--- config.mk ---
export PLATFORM = sky130hd
export DESIGN_NAME = fp16_int_serial_multiplier
export DESIGN_NICKNAME = d
export VERILOG_FILES = /design/src/rtl/fp16_int_serial_multiplier_pkg.sv /design/src/rtl/fp16_int_serial_multiplier_serial_shift_add.sv /design/src/rtl/fp16_int_serial_multiplier.sv
export SDC_FILE = /design/constraint.sdc
export NUM_CORES = 1
export LEC_CHECK = 0
export ABC_AREA = 1
export BUFFER_PORTS_ARGS = -buffer_cell sky130_fd_sc_hd__buf_4
export CAP_MARGIN = 5
export CORE_MARGIN = 3
export CORE_UTILIZATION = 32
export DETAILED_ROUTE_END_ITERATION = 6
export SETUP_SLACK_MARGIN = 0.05
export SLEW_MARGIN = 20
export SYNTH_ARGS = -nofsm -noshare
export SYNTH_HDL_FRONTEND = slang
export SYNTH_SLANG_ARGS = --single-unit
--- constraint.sdc ---
create_clock -name clk -period 4.6 [get_ports clk]
set_input_delay 0 -clock clk [delete_from_list [all_inputs] [get_ports clk]]
set_output_delay 0 -clock clk [all_outputs]
set_load 0.1 [all_outputs]
--- src/rtl/fp16_int_serial_multiplier_pkg.sv ---
// Shared constants and helpers for the FP16 x serial-integer-weight multiplier.
package fp16_int_serial_multiplier_pkg;

    // FP16 field layout
    localparam int SIGN_BIT   = 15;
    localparam int EXP_MSB    = 14;
    localparam int EXP_LSB    = 10;
    localparam int EXP_W      = EXP_MSB - EXP_LSB + 1;
    localparam int FRAC_W     = 10;

    // Significand including the hidden bit
    localparam int MANT_W     = FRAC_W + 1;

    // Product magnitude width: |-8 x 2047| = 16376 fits in 14 bits
    localparam int OUT_MANT_W = 14;

    // Weight precision: 1..MAX_PREC bits, held in a 3-bit register
    localparam int MAX_PREC   = 4;
    localparam int PREC_W     = 3;
    localparam int CNT_W      = 2;

    // Signed partial product width
    localparam int R_W        = 16;

    // Hidden bit is clear for zero/subnormal exponents.
    function automatic logic [MANT_W-1:0] significand(input logic [EXP_W-1:0]  e,
                                                      input logic [FRAC_W-1:0] f);
        return {|e, f};
    endfunction

    // Map an incoming precision request onto the legal 1..MAX_PREC range.
    function automatic logic [PREC_W-1:0] legal_prec(input logic [3:0] p);
        if (p >= 4'd1 && p <= 4'(MAX_PREC))
            return p[PREC_W-1:0];
        return PREC_W'(MAX_PREC);
    endfunction

endpackage

--- src/rtl/fp16_int_serial_multiplier_serial_shift_add.sv ---
// Bit-serial shift-add datapath. Accumulates M << idx per set weight bit and
// subtracts on the weight's sign bit. Output r is the partial product after
// the bit currently presented, so the caller can capture the final product on
// the same edge that samples the last bit.
module serial_shift_add
    import fp16_int_serial_multiplier_pkg::*;
(
    input  logic                   clk,
    input  logic                   rst,
    input  logic [MANT_W-1:0]      m,
    input  logic                   w,
    input  logic [CNT_W-1:0]       idx,
    input  logic                   last,
    input  logic                   clear,
    input  logic                   flush,
    output logic signed [R_W-1:0]  r
);

    logic signed [R_W-1:0] r_q;
    logic signed [R_W-1:0] base;
    logic signed [R_W-1:0] addend;

    // Next partial product: bit 0 starts from zero, the sign bit carries negative weight.
    always_comb begin
        base   = clear ? '0 : r_q;
        addend = w ? (R_W'(m) << idx) : '0;
        r      = last ? (base - addend) : (base + addend);
    end

    // Partial product register; an aborted weight leaves nothing behind.
    always_ff @(posedge clk) begin
        if (rst || flush)
            r_q <= '0;
        else
            r_q <= r;
    end

endmodule

--- src/rtl/fp16_int_serial_multiplier.sv ---
// FP16 activation x bit-serial two's-complement weight (1..4 bits, LSB first).
// Produces an unnormalised sign / biased exponent / integer magnitude product
// with a one-cycle start_acc strobe for the downstream accumulator.
module fp16_int_serial_multiplier
    import fp16_int_serial_multiplier_pkg::*;
#(
    parameter int ACT_WIDTH = 16,
    parameter int ACC_WIDTH = 32
) (
    input  logic                  clk,
    input  logic                  rst,
    input  logic [ACT_WIDTH-1:0]  act,
    input  logic                  w,
    input  logic                  valid,
    input  logic                  set,
    input  logic [3:0]            precision,
    output logic                  sign_out,
    output logic [EXP_W-1:0]      exp_out,
    output logic [OUT_MANT_W-1:0] mantissa_out,
    output logic                  start_acc
);

    // ACC_WIDTH only travels with the block for integration; an accumulator
    // narrower than the magnitude would be an integration error upstream.
    if (ACC_WIDTH < OUT_MANT_W) begin : g_acc_narrow
    end

    logic [PREC_W-1:0]     prec_q;
    logic [CNT_W-1:0]      cnt_q;
    logic                  lat_sign_q;
    logic [EXP_W-1:0]      lat_exp_q;
    logic [MANT_W-1:0]     lat_m_q;

    logic                  accept;
    logic                  abort;
    logic                  first;
    logic                  last;
    logic                  cur_sign;
    logic [EXP_W-1:0]      cur_exp;
    logic [MANT_W-1:0]     cur_m;
    logic signed [R_W-1:0] r_next;
    logic [OUT_MANT_W-1:0] mag_next;

    // Control decode. On bit 0 the activation is used straight from the port
    // (it is being latched on this same edge); later bits use the latched copy.
    always_comb begin
        accept   = valid && !set;
        abort    = !accept;
        first    = (cnt_q == '0);
        last     = ({1'b0, cnt_q} == (prec_q - 3'd1));
        cur_sign = first ? act[SIGN_BIT] : lat_sign_q;
        cur_exp  = first ? act[EXP_MSB:EXP_LSB] : lat_exp_q;
        cur_m    = first ? significand(act[EXP_MSB:EXP_LSB], act[FRAC_W-1:0]) : lat_m_q;
        mag_next = r_next[R_W-1] ? OUT_MANT_W'(-r_next) : r_next[OUT_MANT_W-1:0];
    end

    // Precision register; illegal requests fall back to the widest weight.
    always_ff @(posedge clk) begin
        if (rst)
            prec_q <= PREC_W'(MAX_PREC);
        else if (set)
            prec_q <= legal_prec(precision);
    end

    // Bit counter: wraps after the sign bit, restarts on abort or set.
    always_ff @(posedge clk) begin
        if (rst || abort)
            cnt_q <= '0;
        else if (last)
            cnt_q <= '0;
        else
            cnt_q <= cnt_q + 1'b1;
    end

    // Capture the activation fields on the first bit of each weight.
    always_ff @(posedge clk) begin
        if (rst) begin
            lat_sign_q <= 1'b0;
            lat_exp_q  <= '0;
            lat_m_q    <= '0;
        end else if (accept && first) begin
            lat_sign_q <= act[SIGN_BIT];
            lat_exp_q  <= act[EXP_MSB:EXP_LSB];
            lat_m_q    <= significand(act[EXP_MSB:EXP_LSB], act[FRAC_W-1:0]);
        end
    end

    serial_shift_add u_datapath (
        .clk   (clk),
        .rst   (rst),
        .m     (cur_m),
        .w     (w),
        .idx   (cnt_q),
        .last  (last),
        .clear (first),
        .flush (abort),
        .r     (r_next)
    );

    // Result registers: update only on a completed weight, otherwise hold.
    // Sign follows the weight sign bit even for a zero magnitude.
    always_ff @(posedge clk) begin
        if (rst) begin
            sign_out     <= 1'b0;
            exp_out      <= '0;
            mantissa_out <= '0;
            start_acc    <= 1'b0;
        end else begin
            start_acc <= accept && last;
            if (accept && last) begin
                sign_out     <= cur_sign ^ w;
                exp_out      <= cur_exp;
                mantissa_out <= mag_next;
            end
        end
    end

endmodule

==> results_dict.tcl, run 1 <==
set metrics [dict create \
    status "completed" \
    drc 0 \
    finalWirelength_mm 10.6 \
    power_density_nw_per_um2 323 \
    worstPathArrival_ns 4.39 \
    setup_ws_ns 0.485 \
    clk_latency_ns 0.33 \
    htreeDepth 3 \
    yosysMostFrequentCell "nand2_1" \
    die_w_um 120 \
    critical_path_peak_fanout 27 \
    die_h_um 120 \
    maxCapViolations 0 \
    area_delta_synth_final_pct 26.8 \
    cp_data_required_time_ns 4.88 \
    gp_congestion 0.880 \
    ioPinCount 46 \
    core_area_um2 12700 \
    synth_top_area_share_pct 28.4 \
    ys_types 35 \
    ant_nets 0 \
    setup_violations 0 \
    crit_type "flop to flop" \
    vdd_ir_drop_max_uv 189 \
    grt_pass1_wl_mm 18.2 \
    final_area_um2 5280 \
    dp_hpwl_mm 7.92 \
    synth_top_cells_by_area "dfxtp_1, nand2_1, nand3_1" \
    synth_fp_nets 715 \
    grt_usage_pct 15.2 \
    drtPass1Iterations 5 \
    synth_cells 670 \
    hp-class "input pin to flop" \
    synth-seq-cells 59 \
    cts_sinks 59 \
    synth_enable_flop_cells 0 \
    dp_slack_ns 0.464 \
    avgSynthCellArea_um2 6.22 \
    min_period_ns 4.11 \
    mappedNetlistArea_um2 4170 \
    endpoint_kind "flop" \
    vias 4245 \
    clk_path_buf_depth 2 \
    setup.worst_path.start "cnt_q[1]" \
    post_cts_buffers 0 \
    slew_headroom_pct 36.4 \
    p_leak_nw 2.60 \
    clk_pin_slew_ns 0.06 \
    ys.flop_type "dfxtp_1" \
    hold_slack_ns 0.0239 \
    grt_pass1_vias 3848 \
    root_buffer "clkbuf_16" \
    yosysWarnings 0 \
    startpoint_type "flop" \
    holdCritStartpoint "precision[1]" \
    yosys.area.top_type "dfxtp_1" \
    worst_pin_slew_ns 0.948 \
    diodes 0 \
    fin_setup_tns_ns 0 \
    die-area_um2 14400 \
    synth_common_cells "nand2_1, inv_1, nand3_1" \
    fp-row-count 41 \
    synth-seq-area-share_pct 28.4 \
    grt_overflow 0 \
    fin_crit_sh_pct 89.4 \
    slew_viol_final 0 \
    first_iter_violations 205 \
    r2r_start "cnt_q[1]" \
    wl_per_cell_um 11.6 \
    clock-skew-final_ns 0.0116 \
    placed_area_um2 4690 \
    cts_buffers 9 \
    max_freq_mhz 243 \
    antenna_found_initial 0 \
    initial_core_util_pct 32.9 \
    portBuffers 45 \
    layout-drive-gt1-share_pct 12.0 \
    hold_viol_final 0 \
    postSynth.asyncResetShare_pct 0 \
    cts_tree "yes" \
    rsz0062_at_grt "no" \
    fin_nets 788 \
    grt_start_max_net_pins 40 \
    viasPerCell 4.61 \
]
-- area by class of cell --
class | instances | area, um2
fill | 1368 | 7390
clock inverter | 7 | 76.3
clock buffer | 9 | 225
sequential | 59 | 1180
multi-input combinational | 493 | 2520
timing repair buffer | 84 | 701
tap | 172 | 215
inverter | 96 | 360
-- flip-flops by register name, summed over array words and instances (netlist names) --
name            flops
u_datapath.r_q     16
mantissa_out       14
lat_m_q            11
exp_out             5
lat_exp_q           5
prec_q              3
cnt_q               2
lat_sign_q          1
sign_out            1
start_acc           1
-- critical path, cell delays in order, from the launching register on --
cell and delay, ns:
dfxtp_1 0.38, inv_1 0.06, ha_2 0.21, buf_4 0.25, nand2_1 0.12, nand3_1 0.11
nand3_1 0.15, nand2_1 0.11, nor2_1 0.15, nand3_1 0.11, nor2_1 0.10, nand2_1 0.08
nor2_1 0.13, o21ai_0 0.11, xor2_1 0.17, inv_1 0.08, ha_1 0.33, a21oi_1 0.25
nor3_1 0.07, nor2_1 0.09, nand3_1 0.18, inv_1 0.12, nand3_1 0.12, nand2_2 0.22
o21ai_0 0.13, nand3_1 0.08, nand2_1 0.07, inv_1 0.05
-- report_power, final --
group	internal, mW	leakage [nW]	total [mW]	switching, mW
Combinational	0.176	1.98	0.486	0.309
Sequential	0.530	0.479	0.538	0.00773
Clock	0.422	0.142	0.684	0.263
-- per-stage QoR --
stage                     std cells  total power [mW]  util (%)
after global routing            920              1.81      41.7
after CTS                       920              1.72      41.6
after floorplan                 670             0.901         -
after global placement          876              1.01      37.0
after detailed placement        876              1.01      37.0
final                           920              1.71      41.7
-- worst paths after layout --
path                     endpoint  slack [ns]  depth (start not counted)
setup / recovery  mantissa_out[9]        0.49                         27
hold / removal          prec_q[2]        0.02                          4
setup reg to reg  mantissa_out[9]        0.49                         27
hold reg to reg      lat_exp_q[2]        0.44                          2
-- cell families (layout without fill, tap and decap cells) --
kind of cell / after synthesis / count (layout) / share of synthesized area, %
simple gates: 355 / 355 / 36.0
xor+xnor: 26 / 26 / 5.47
buf+inv: 118 / 196 / 11.3
fa+ha+maj: 20 / 20 / 6.19
compound gates: 92 / 92 / 12.7
flops: 59 / 59 / 28.4
-- repair_timing --
action	in CTS	in global routing
gates resized for setup	0	2
endpoints found under the setup margin	0	10
hold buffers	28	0
hold endpoints to repair	25	0
-- cells in the final DEF (no fill, tap or decap), types with 6 or more instances in the layout --
cell,n
nand2_1,177
a31oi_1,6
xor2_1,14
nand3_1,84
ha_1,18
o21a_1,15
buf_4,56
inv_1,91
xnor2_1,11
nand2_2,6
dlygate4sd3_1,28
o21ai_0,28
clkbuf_16,9
a21oi_1,32
dfxtp_1,59
nor2_1,71
-- routing by layer --
layer / vias up / GRT usage, % / wire (um)
li1: 2282 / - / -
met1: 1894 / 21.0 / 5420
met2: 62 / 24.3 / 4820
met3: 7 / 3.16 / 327
met4: 0 / 3.72 / 78
met5: - / 0 / 0
No activity file was read; power rests on OpenSTA's default activity.
==> run 2: changes to the inputs <==
--- a/config.mk
+++ b/config.mk
@@ -14,3 +14,3 @@
 export SETUP_SLACK_MARGIN = 0.05
-export SLEW_MARGIN = 20
+export SLEW_MARGIN = 15
 export SYNTH_ARGS = -nofsm -noshare
==> constraint.sdc (replaced) <==
create_clock -name clk -period 4.6 [get_ports clk]
set_input_delay 0.92 -clock clk [delete_from_list [all_inputs] [get_ports clk]]
set_output_delay 0.92 -clock clk [all_outputs]
set_load 0.1 [all_outputs]
==> run 2 against run 1 <==
  * Clock power increased by 8.9%
  * Power increased by 2.3%
  * Cell count decreased by 3.2%
==> results_dict.tcl, run 2 (same netlist as run 1, synthesis figures left out) <==
set metrics [dict create \
    portBuffers 45 \
    ant_nets 0 \
    worst_path_most_repeated_cell "nand2_1" \
    min_period_ns 4.04 \
    maxCapViolations 0 \
    fin_nets 759 \
    dp_hpwl_mm 7.78 \
    placed_area_um2 4680 \
    endpoint_kind "flop" \
    status "completed" \
    clk_pin_slew_ns 0.05 \
    die_h_um 120 \
    vdd_ir_drop_max_uv 175 \
    hold_viol_final 0 \
    cts_buffers 9 \
    die-area_um2 14400 \
    p_sw_share_pct 31.8 \
    internal-power_mw 1.19 \
    critPathTopFamily "simple AND/OR/NAND/NOR gates" \
    htreeDepth 3 \
    worst_pin_slew_ns 0.802 \
    viasPerCell 4.60 \
    wl_per_cell_um 11.5 \
    grt_overflow 0 \
    layout-drive-gt1-share_pct 12.1 \
    largest_registers "u_datapath.r_q: 16 flops, mantissa_out: 14 flops, lat_m_q: 11 flops" \
    diodes 0 \
    clk_latency_ns 0.33 \
    pwr-share-clk_pct 42.7 \
    fin_crit_sh_pct 87.9 \
    worstPathArrival_ns 4.28 \
    final_core_util_pct 39.6 \
    cts_tree "yes" \
    fin_setup_tns_ns 0 \
    power.switching_uw 556 \
    max_freq_mhz 247 \
    ioPinCount 46 \
    grt_usage_pct 15.3 \
    core_area_um2 12700 \
    cts_sinks 59 \
    slew_viol_final 0 \
    seq_power_share_pct 30.8 \
    initial_core_util_pct 32.9 \
    die_w_um 120 \
    rsz0062_at_grt "no" \
    post_cts_buffers 0 \
    clk_path_buf_depth 2 \
    fp-row-count 41 \
    power_density_nw_per_um2 348 \
    area_delta_synth_final_pct 20.6 \
    top_register "u_datapath.r_q" \
    fin_total_pwr_mw 1.75 \
    finalWirelength_mm 10.3 \
    clock-skew-final_ns 0.00342 \
    crit_type "flop to flop" \
    grt_pass1_vias 3908 \
    vias 4100 \
    root_buffer "clkbuf_16" \
    largest_reg_flops 16 \
    first_iter_violations 206 \
    antenna_found_initial 0 \
    cp_data_required_time_ns 4.83 \
    p_leak_nw 2.48 \
    critPathBufInv 4 \
    gp_congestion 0.909 \
    startpoint_type "flop" \
    slew_headroom_pct 46.4 \
    grt_start_max_net_pins 30 \
    hp-class "flop to flop" \
    critical_path_peak_fanout 8 \
    worst_path_max_delay_cell "dfxtp_1" \
    final_cell_mix "nand2_1, inv_1, nand3_1, nor2_1, dfxtp_1" \
    crit_path_max_incr_delay_ns 0.41 \
    setup_violations 0 \
    drtPass1Iterations 5 \
    final_area_um2 5020 \
    final_common_cell "nand2_1" \
    p_comb_share_pct 26.6 \
    grt_pass1_wl_mm 18.1 \
    drc 0 \
]
run 2: changes by cell type in the layout (fill, tap and decap cells not counted):
| cell | before | now |
|---|---|---|
| xor2_1 | 14 | 15 |
| xor2_2 | 1 | 0 |
| inv_1 | 91 | 92 |
| nand2_4 | 1 | 3 |
| clkinvlp_4 | 2 | 1 |
| buf_4 | 56 | 55 |
| bufinv_16 | 1 | 2 |
| clkbuf_1 | 0 | 1 |
| inv_6 | 1 | 0 |
| nand2_2 | 6 | 4 |
| clkbuf_8 | 0 | 2 |
| clkinv_4 | 2 | 0 |
| clkinv_1 | 3 | 2 |
| dlygate4sd3_1 | 28 | 0 |
run 2: repair_timing:
item,CTS,global route
endpoints found under the setup margin,0,13
hold endpoints to repair,0,0
hold buffers,0,0
resized for setup,0,3
run 2: metal layers:
| metal | routed length, um | global-route usage [%] |
|---|---|---|
| met1 | 5130 | 20.1 |
| met2 | 4520 | 24.3 |
| met3 | 470 | 4.19 |
| met4 | 161 | 5.08 |
| met5 | 0 | 0 |
run 2: path summary, 6_finish.rpt:
path / from / to / slack (ns) / cells after the start
worst max-delay path: cnt_q[1] / mantissa_out[8] / 0.56 / 26
worst min register to register: lat_exp_q[2] / lat_exp_q[2] / 0.44 / 2
worst min-delay path: lat_exp_q[2] / lat_exp_q[2] / 0.44 / 2
worst max register to register: cnt_q[1] / mantissa_out[8] / 0.56 / 26
run 2: layout make-up:
type,instances,area (um2)
sequential,59,1180
clock inverter,4,72.6
multi-input combinational,493,2520
timing repair buffer,55,413
fill,1412,7650
clock buffer,12,256
tap,172,215
inverter,96,360
run 2: through the flow:
stage / std cells / worst slack (ns) / hold WS (ns)
floorplan: 670 / 0.722 / 0.424
global placement: 875 / 0.329 / 0.436
detailed placement: 875 / 0.283 / 0.437
CTS: 891 / 0.471 / 0.445
global route: 891 / 0.0721 / 0.464
finish: 891 / 0.557 / 0.444
run 2: tightest hold or removal path, cell delays in order, from the launching register on:
cell and delay, ns:
dfxtp_1 0.30, inv_1 0.04, a21oi_1 0.05
run 2: power groups by stage:
stage / combinational [mW] / sequential, mW / clock (mW)
finish: 0.464 / 0.538 / 0.745
global route: 0.533 / 0.540 / 0.789
CTS: 0.463 / 0.538 / 0.762
detailed placement: 0.460 / 0.549 / 0
global placement: 0.462 / 0.548 / 0
floorplan: 0.335 / 0.566 / 0
==> run 3: changes to the inputs <==
- ABC_AREA: 1 -> unset
==> run 3 against run 2 <==
  * Critical path depth fell by 7
  * Cell count fell by 7.9%
  * Sequential share of layout area fell by 4.0 points
  * Non-clock buffer count rose by 85
  * First-iteration DRC count rose by 13%
  * Global-route usage rose by 1.6 points
  * Combinational power rose by 17%
  * Core utilization rose by 7.2 points
  * Critical path type is now input pin to flop
  * Highest routed layer unchanged
==> results_dict.tcl, run 3 <==
set metrics [dict create \
    worst_pin_slew_ns 0.760 \
    vias 4316 \
    clk_pin_slew_ns 0.05 \
    grt_usage_pct 16.9 \
    viasPerCell 5.26 \
    hold_slack_ns 0.452 \
    maxCapViolations 0 \
    hold_viol_final 0 \
    p_sw_share_pct 30.0 \
    hp-class "flop to flop" \
    ys.flop_type "dfxtp_1" \
    cts_sinks 59 \
    cts_tree "yes" \
    grt_pass1_vias 4332 \
    fin_nets 689 \
    power_density_nw_per_um2 289 \
    root_buffer "clkbuf_16" \
    grt_pass1_wl_mm 20.4 \
    clk_path_buf_depth 2 \
    critical_path_peak_fanout 5 \
    avgSynthCellArea_um2 8.30 \
    cp_data_required_time_ns 4.84 \
    dp_hpwl_mm 9.28 \
    synth_common_cells "nand2_1, dfxtp_1, nor2_1" \
    die_h_um 122 \
    dp_cells 792 \
    status "completed" \
    synth-seq-cells 59 \
    crit_type "input pin to flop" \
    layout.cells.non_filler 821 \
    synth_top_area_share_pct 27.2 \
    fin_setup_tns_ns 0 \
    final_common_cell "buf_4" \
    ff_latch_area_um2 1180 \
    setup_violations 0 \
    clk_latency_ns 0.33 \
    drc 0 \
    startpoint_type "input pin" \
    fin_crit_sh_pct 98.2 \
    min_period_ns 4.52 \
    synth-seq-area-share_pct 27.2 \
    vdd_ir_drop_max_uv 173 \
    multi_input_area_um2 3230 \
    first_iter_violations 233 \
    area_delta_synth_final_pct 39.6 \
    wl_per_cell_um 15.2 \
    postSynth.asyncResetShare_pct 0 \
    synth_fp_nets 568 \
    clock-skew-final_ns 0.0120 \
    synth_top_cells_by_area "dfxtp_1, mux4_2, nand2_1" \
    synth_cells 523 \
    p_leak_nw 2.54 \
    portBuffers 45 \
    endpoint_kind "flop" \
    fillers 1257 \
    initial_core_util_pct 33.6 \
    drtPass1Iterations 5 \
    antenna_found_initial 0 \
    power.switching_uw 526 \
    largest_reg_flops 16 \
    layout-drive-gt1-share_pct 35.7 \
    yosysMostFrequentCell "nand2_1" \
    worstPathArrival_ns 4.76 \
    htreeDepth 3 \
    fp-row-count 41 \
    slew_viol_final 0 \
    die-area_um2 15000 \
    cts_buffers 9 \
    rsz0062_at_grt "yes" \
    yosys.area.top_type "dfxtp_1" \
    gp_congestion 0.871 \
    ioPinCount 46 \
    grt_overflow 0 \
    p_comb_share_pct 31.1 \
    synth_enable_flop_cells 0 \
    internal-power_mw 1.23 \
    ant_nets 0 \
    pwr-share-clk_pct 38.3 \
    ys_types 66 \
    largest_registers "u_datapath.r_q: 16 flops, mantissa_out: 14 flops, lat_m_q: 11 flops" \
    diodes 0 \
    slew_headroom_pct 49.2 \
    core_area_um2 12900 \
    yosysWarnings 0 \
    final_cell_mix "buf_4, nand2_1, dfxtp_1, nor2_1, a21oi_1" \
    die_w_um 122 \
    grt_start_max_net_pins 44 \
    finalWirelength_mm 12.5 \
    mappedNetlistArea_um2 4340 \
    max_freq_mhz 221 \
    top_register "u_datapath.r_q" \
    seq_power_share_pct 30.6 \
]
==> run 3: cell count changes in the layout (fill, tap and decap cells not counted), moves of 9 or more <==
| cell | delta |
|---|---|
| buf_4 | +77 |
| inv_1 | -81 |
| mux2i_1 | +9 |
| mux4_2 | +17 |
| nand2_1 | -112 |
| nand3_1 | -71 |
| nor2_1 | -17 |
| nor2b_1 | +23 |
| o21a_1 | -13 |
| o21ai_0 | -20 |
==> run 3: path summary, 6_finish.rpt <==
path / slack [ns] / cells past startpoint / from / to
setup / recovery: 0.08 / 19 / act[1] / mantissa_out[3]
hold / removal: 0.45 / 2 / lat_exp_q[0] / lat_exp_q[0]
setup reg to reg: 0.16 / 20 / cnt_q[1] / mantissa_out[3]
hold reg to reg: 0.45 / 2 / lat_exp_q[0] / lat_exp_q[0]
==> run 3: per-stage QoR <==
| stage | cell area, um2 | utilization [%] | setup slack (ns) | total power [mW] |
|---|---|---|---|---|
| 3_5_place_dp | 5420 | 41.9 | -0.324 | 1.03 |
| 4_1_cts | 5730 | 44.3 | 0.0666 | 1.71 |
| 6_report | 6060 | 46.9 | 0.0815 | 1.75 |
| 5_1_grt | 6060 | 46.9 | -0.0924 | 1.84 |
| 3_3_place_gp | 5420 | 41.9 | -0.313 | 1.02 |
| 2_1_floorplan | 4420 | - | -0.181 | 0.833 |
==> run 3: cells by family (layout without fill, tap and decap cells) <==
group | after synthesis | count (layout) | share of synthesized area (%)
buffers and inverters | 43 | 169 | 4.64
XOR/XNOR | 30 | 30 | 6.05
AND/OR/NAND/NOR | 213 | 213 | 23.4
adder cells (fa/ha/maj) | 20 | 20 | 5.93
flip-flops | 59 | 59 | 27.2
AO/OA/AOI/OAI | 129 | 129 | 21.1
multiplexers | 29 | 29 | 11.7
==> run 3: critical path, stage by stage <==
cell and delay, ns:
buf_8 0.10, mux4_2 0.48, and2_4 0.16, o21ai_2 0.15, and3_4 0.20, nor2b_4 0.18, a21oi_2 0.07, xnor2_1 0.19
ha_1 0.30, a211o_1 0.28, a211o_1 0.28, o21ai_2 0.20, a21oi_2 0.10, a31oi_2 0.26, o21ai_2 0.14, buf_4 0.19
a21bo_2 0.21, xor2_1 0.13, a211oi_1 0.21
==> run 3: cell type report <==
type                            instances  share of cell area, %
Clock buffer                           11                   4.00
Clock inverter                          5                  0.867
Inverter                               13                  0.867
Multi-Input combinational cell        421                   53.3
Sequential cell                        59                   19.5
Tap cell                              172                   3.55
Timing Repair Buffer                  140                   17.9
==> run 3: routing by layer <==
metal  wire length [um]  share of wire [%]  vias to the layer above  GRT usage (%)
li1                   -                  -                     2160              -
met1               5510                 44                     2048           20.8
met2               6370                 51                       90           29.4
met3                477                3.8                       18           3.69
met4                157                1.3                        0           5.32
met5                  0                  0                        -              0
==> run 3: power groups by stage <==
stage	Clock (mW)	Combinational (mW)	Sequential, mW
after floorplan	0	0.285	0.548
after global placement	0	0.479	0.545
after detailed placement	0	0.483	0.546
after CTS	0.683	0.490	0.535
after global routing	0.708	0.595	0.537
final	0.670	0.545	0.536
==> run 3: repair_timing <==
action,CTS,global route
endpoints found under the setup margin,4,13
pin swaps,6,39
buffers inserted,1,12
resized for setup,2,53
hold buffers,0,0
